--- config.mk ---
export PLATFORM = sky130hd
export DESIGN_NAME = mod_updown_counter
export DESIGN_NICKNAME = d
export VERILOG_FILES = /design/src/rtl/mod_updown_counter.sv
export SDC_FILE = /design/constraint.sdc
export NUM_CORES = 1
export LEC_CHECK = 0
export ABC_AREA = 0
export CAP_MARGIN = 20
export CELL_PAD_IN_SITES_DETAIL_PLACEMENT = 0
export CELL_PAD_IN_SITES_GLOBAL_PLACEMENT = 1
export CORE_MARGIN = 5
export CORE_UTILIZATION = 26
export CTS_CLUSTER_SIZE = 8
export DETAILED_ROUTE_END_ITERATION = 10
export GPL_TIMING_DRIVEN = 0
export PLACE_DENSITY = 0.79
export RECOVER_POWER = 100
export REMOVE_ABC_BUFFERS = 1
export SLEW_MARGIN = 40
export SYNTH_ARGS = -nofsm -noshare
export SYNTH_HDL_FRONTEND = slang
export SYNTH_SLANG_ARGS = --single-unit
--- constraint.sdc ---
create_clock -name clk -period 1.6 [get_ports clk]
set_clock_uncertainty 0.1 [all_clocks]
set_input_delay 0.4 -clock clk [delete_from_list [all_inputs] [get_ports clk]]
set_output_delay 0.4 -clock clk [all_outputs]
set_load 0.02 [all_outputs]
--- src/rtl/mod_updown_counter.sv ---
// Parametrised up/down modulo counter with load, sync clear and wrap-or-saturate limits.
// Serves as a FIFO pointer (wrap mode, with wrap_bit) or an occupancy count (saturate mode).
module mod_updown_counter #(
  parameter int unsigned SIZE     = 4,
  parameter int unsigned MODULUS  = 16,
  parameter bit          SATURATE = 1'b0
) (
  input  logic            clk,
  input  logic            n_rst,
  input  logic            clear,
  input  logic            load,
  input  logic [SIZE-1:0] load_val,
  input  logic            up_en,
  input  logic            up_blk,
  input  logic            dn_en,
  input  logic            dn_blk,
  output logic [SIZE-1:0] count,
  output logic            wrap_bit,
  output logic            at_max,
  output logic            at_zero,
  output logic            wrapped,
  output logic            limit_hit
);

  // MODULUS may equal 2**SIZE, so the range check needs one extra bit.
  localparam logic [SIZE-1:0] MAX_VAL = SIZE'(MODULUS - 1);
  localparam logic [SIZE:0]   MOD_EXT = (SIZE + 1)'(MODULUS);

  logic [SIZE-1:0] count_q, count_d;
  logic            wrap_bit_q, wrap_bit_d;
  logic            wrapped_q, wrapped_d;
  logic            limit_hit_q, limit_hit_d;

  logic step_up;
  logic step_dn;
  logic load_over;

  assign step_up   = up_en & ~up_blk;
  assign step_dn   = dn_en & ~dn_blk;
  assign load_over = ({1'b0, load_val} >= MOD_EXT);

  // Next-state: clear beats load beats step; opposing steps cancel.
  always_comb begin
    count_d     = count_q;
    wrap_bit_d  = wrap_bit_q;
    wrapped_d   = 1'b0;
    limit_hit_d = 1'b0;

    if (clear) begin
      count_d    = '0;
      wrap_bit_d = 1'b0;
    end else if (load) begin
      if (load_over) begin
        count_d     = MAX_VAL;
        limit_hit_d = 1'b1;
      end else begin
        count_d = load_val;
      end
    end else if (step_up && !step_dn) begin
      if (count_q == MAX_VAL) begin
        if (SATURATE) begin
          limit_hit_d = 1'b1;
        end else begin
          count_d    = '0;
          wrap_bit_d = ~wrap_bit_q;
          wrapped_d  = 1'b1;
        end
      end else begin
        count_d = count_q + SIZE'(1);
      end
    end else if (step_dn && !step_up) begin
      if (count_q == '0) begin
        if (SATURATE) begin
          limit_hit_d = 1'b1;
        end else begin
          count_d    = MAX_VAL;
          wrap_bit_d = ~wrap_bit_q;
          wrapped_d  = 1'b1;
        end
      end else begin
        count_d = count_q - SIZE'(1);
      end
    end
  end

  always_ff @(posedge clk or negedge n_rst) begin
    if (!n_rst) begin
      count_q     <= '0;
      wrap_bit_q  <= 1'b0;
      wrapped_q   <= 1'b0;
      limit_hit_q <= 1'b0;
    end else begin
      count_q     <= count_d;
      wrap_bit_q  <= wrap_bit_d;
      wrapped_q   <= wrapped_d;
      limit_hit_q <= limit_hit_d;
    end
  end

  assign count     = count_q;
  assign wrap_bit  = wrap_bit_q;
  assign wrapped   = wrapped_q;
  assign limit_hit = limit_hit_q;
  assign at_max    = (count_q == MAX_VAL);
  assign at_zero   = (count_q == '0);

endmodule

==> metrics.md, run 1 <==
| Metric | Value |
|---|---|
| Status | finished, violations left |
| Failing checks | negative setup slack |
| Vias | 551 |
| Largest net degree at the start of global routing | 12 |
| CP Max Fanout | 4 |
| Starting Density | 0.270 |
| Post-synth top area cell | dfrtp_1 |
| Switching Fraction | 0.336 |
| RSZ-0062 raised after global routing | yes |
| Post-Route WL | 1500 µm |
| CP max stage delay | 0.43 ns |
| Number of placed instances, taps included | 103 |
| Die area | 0.00298 mm² |
| Worst-skew pair later-pin latency | 0.25 ns |
| Reg area | 155 µm² |
| I/O pin count | 21 |
| Global routing's busiest layer | met2 |
| Ant. Diodes | 0 |
| Req. time, crit path | 1.10 ns |
| Fin. Hold Viols | 0 |
| Count of buffer and inverter cells on the critical path | 2 |
| Ys flop type | dfrtp_1 |
| H-tree Lvls | 1 |
| PortBufs | 19 |
| Max-slew violations | 0 |
| GR Overflow Total | 0 |
| Share of flip-flops with an asynchronous set or reset | 1.00 |
| Cell count after synthesis | 61 |
| Final nets | 110 |
| Area growth syn-to-layout | 72.9% |
| Peak VDD IR | 0.424 mV |
| Total track usage | 0.118 |
| Root Buffer | clkbuf_4 |
| Met1 layer usage reported by global route | 0.138 |
| Post-route worst setup slack | -0.173 ns |
| GR Util met2 | 0.185 |
| Post-synth EDFFs | 0 |
| Delay-heaviest family, CP | flip-flops |
| CTS tree | done |
| Yosys warns | 0 |
| Crit path capture type | output port |
| Power Density | 650 mW/mm² |
| Maxcap violations | 0 |
| Clk buf depth | 2 |
| CTS sink cnt | 6 |
| Yosys top cell area share | 0.290 |
| Clock slew at reported path FFs | 0.05 ns |
| Vias per inst | 4.63 |
| Multi-input combinational cell area | 383 µm² |
| Finished Layout Cells | 119 |
| Static Leak | 0.406 nW |
| Layout fillers | 194 |
| TritonCTS Buffers | 3 |
| Crit-path cells | inv_2, ha_4, nor3b_4, buf_6 |
| Pint | 0.386 mW |
| Clock share of power | 0.249 |
| Syn_area_per_cell | 8.49 µm² |
| Fin crit share | 1.11 |
| Netlist cell types | 31 |
| Avg WL per Cell | 12.6 µm |
| Vias in the first global route | 548 |
| Mapped Area | 518 µm² |
| Finish-stage setup viols | 5 |
| Share of cells above drive strength 1 | 0.435 |
| Core area | 0.00192 mm² |
| Dpl hpwl | 972 µm |
| Ranking of synthesized cells by area | dfrtp_1 (29%), ha_1 (9.7%), inv_1 (5.8%) |
| Die height | 54.6 µm |
| Design area | 896 µm² |
| Comb power frac | 0.430 |
| Minimum clock period | 1.77 ns |
| Antenna Violating Nets Remaining | 0 |
| CP max stage cell | dfrtp_2 |
| DP Worst Slack | -0.653 ns |
| Flop pwr share | 0.321 |
| Cell Area, Placed | 714 µm² |
| Critical path arrival | 1.27 ns |
| RePlAce Congestion | 0.740 |
| Fin Setup TNS | -0.440 ns |
| Sequential fraction of the synthesis area | 0.290 |
| Die width | 54.6 µm |
| Grt met3 use | 0.0627 |
| Seq cells post-synth | 6 |
| Worst min-delay path class | primary input to asynchronous set/reset pin |
| Final hold slack | 0.368 ns |
| Initial antenna violation count | 0 |
| Drt drc | 0 |
| Max Clk Rate | 0.564 GHz |
| WS Path Type | register to output port |
| Num rows | 16 |
| DRT Pass-1 Iters | 4 |
| Sw Pwr | 0.195 mW |
| CP startpoint kind | register |
| First-pass GRT wire length | 2480 µm |
| DRT iter0 DRCs | 7 |
==> sequential cells by signal, summed over array words and instances, names as in the netlist <==
register / flops
count: 4
wrap_bit: 1
wrapped: 1
==> final timing paths <==
check | startpoint | to | slack, ns | cells past startpoint
hold reg to reg | wrap_bit$_DFFE_PN0P_ | wrap_bit$_DFFE_PN0P_ | 0.46 | 2
min in group clk | wrap_bit$_DFFE_PN0P_ | wrap_bit$_DFFE_PN0P_ | 0.46 | 2
hold / removal | n_rst | wrap_bit$_DFFE_PN0P_ | 0.37 | 1
setup reg to reg | count[0]$_DFFE_PN0P_ | wrap_bit$_DFFE_PN0P_ | -0.12 | 7
max in group asynchronous | n_rst | count[1]$_DFFE_PN0P_ | 0.78 | 1
setup / recovery | count[0]$_DFFE_PN0P_ | at_zero | -0.17 | 4
==> stage by stage <==
stage	util	total power, mW
floorplan	-	0.286
global placement	0.372	0.367
detailed placement	0.372	0.371
CTS	0.450	0.558
global route	0.466	0.623
finish	0.466	0.582
==> cell type report <==
class,instances,share of cell area
Multi-Input combinational cell,43,0.427
Tap cell,27,0.0377
Clock buffer,3,0.0251
Inverter,8,0.0335
Timing Repair Buffer,32,0.303
Sequential cell,6,0.173
==> cell usage after synthesis, drive strengths merged (2+ instances only) <==
master  n
inv     8
dfrtp   6
a21oi   4
ha      4
o21ai   4
buf     3
nor2    3
and3    2
mux2i   2
nand2   2
nand2b  2
nor3    2
nor3b   2
o22ai   2
o31ai   2
xor2    2
==> timing repair <==
action / CTS / global route
hold buffers: 0 / 0
setup buffers: 9 / 4
resized for setup: 43 / 8
pin swaps: 5 / 2
setup endpoints to repair: 14 / 9
==> cells by family after synthesis <==
family | synth area share
compound gates | 0.234
fa+ha+maj | 0.0966
other cells | 0.00724
flops | 0.290
simple gates | 0.188
buf+inv | 0.111
xor+xnor | 0.0338
mux | 0.0386
==> worst reg2reg max path, stage by stage (launching register included) <==
cell     delay, ns
dfrtp_2       0.43
inv_2         0.09
ha_4          0.13
nor3b_4       0.23
buf_4         0.16
a22oi_2       0.06
or3_1         0.33
a21oi_2       0.14
==> metal layers <==
metal	vias up	wire [µm]
met4	0	31
li1	275	-
met1	251	632
met2	19	741
met5	-	0
met3	6	98
==> layout by cell type (no fill, tap or decap), types with 2 or more instances in the layout <==
cell type,netlist,layout
clkdlybuf4s15_1,0,2
inv_2,0,4
buf_4,1,11
clkdlybuf4s50_1,0,6
dfrtp_2,0,4
o22ai_1,2,2
nor2_1,3,3
dfrtp_1,6,2
nand2_1,2,2
dlygate4sd2_1,0,6
clkbuf_1,1,2
a21oi_1,4,3
o21ai_0,4,3
o31ai_1,2,2
clkbuf_4,0,3
xor2_1,2,2
inv_1,8,4
ha_4,0,3
buf_6,1,3
mux2i_1,2,2
==> power by group through the flow <==
stage | Sequential [mW] | Combinational (mW) | Clock [mW]
after floorplan | 0.196 | 0.0897 | 0
after global placement | 0.189 | 0.178 | 0
after detailed placement | 0.189 | 0.182 | 0
after CTS | 0.187 | 0.225 | 0.146
after global routing | 0.189 | 0.273 | 0.162
final | 0.187 | 0.250 | 0.145
(Power assumes the default switching activity.)
==> run 2, diff against run 1 <==
--- a/config.mk
+++ b/config.mk
@@ -6,12 +6,10 @@
 export NUM_CORES = 1
 export LEC_CHECK = 0
 export ABC_AREA = 0
-export CAP_MARGIN = 20
 export CELL_PAD_IN_SITES_DETAIL_PLACEMENT = 0
 export CELL_PAD_IN_SITES_GLOBAL_PLACEMENT = 1
 export CORE_MARGIN = 5
 export CORE_UTILIZATION = 26
-export CTS_CLUSTER_SIZE = 8
 export DETAILED_ROUTE_END_ITERATION = 10
 export GPL_TIMING_DRIVEN = 0
 export PLACE_DENSITY = 0.79
==> results of run 2 <==
The final DEF is identical to that of run 1; final timing and power are the same.
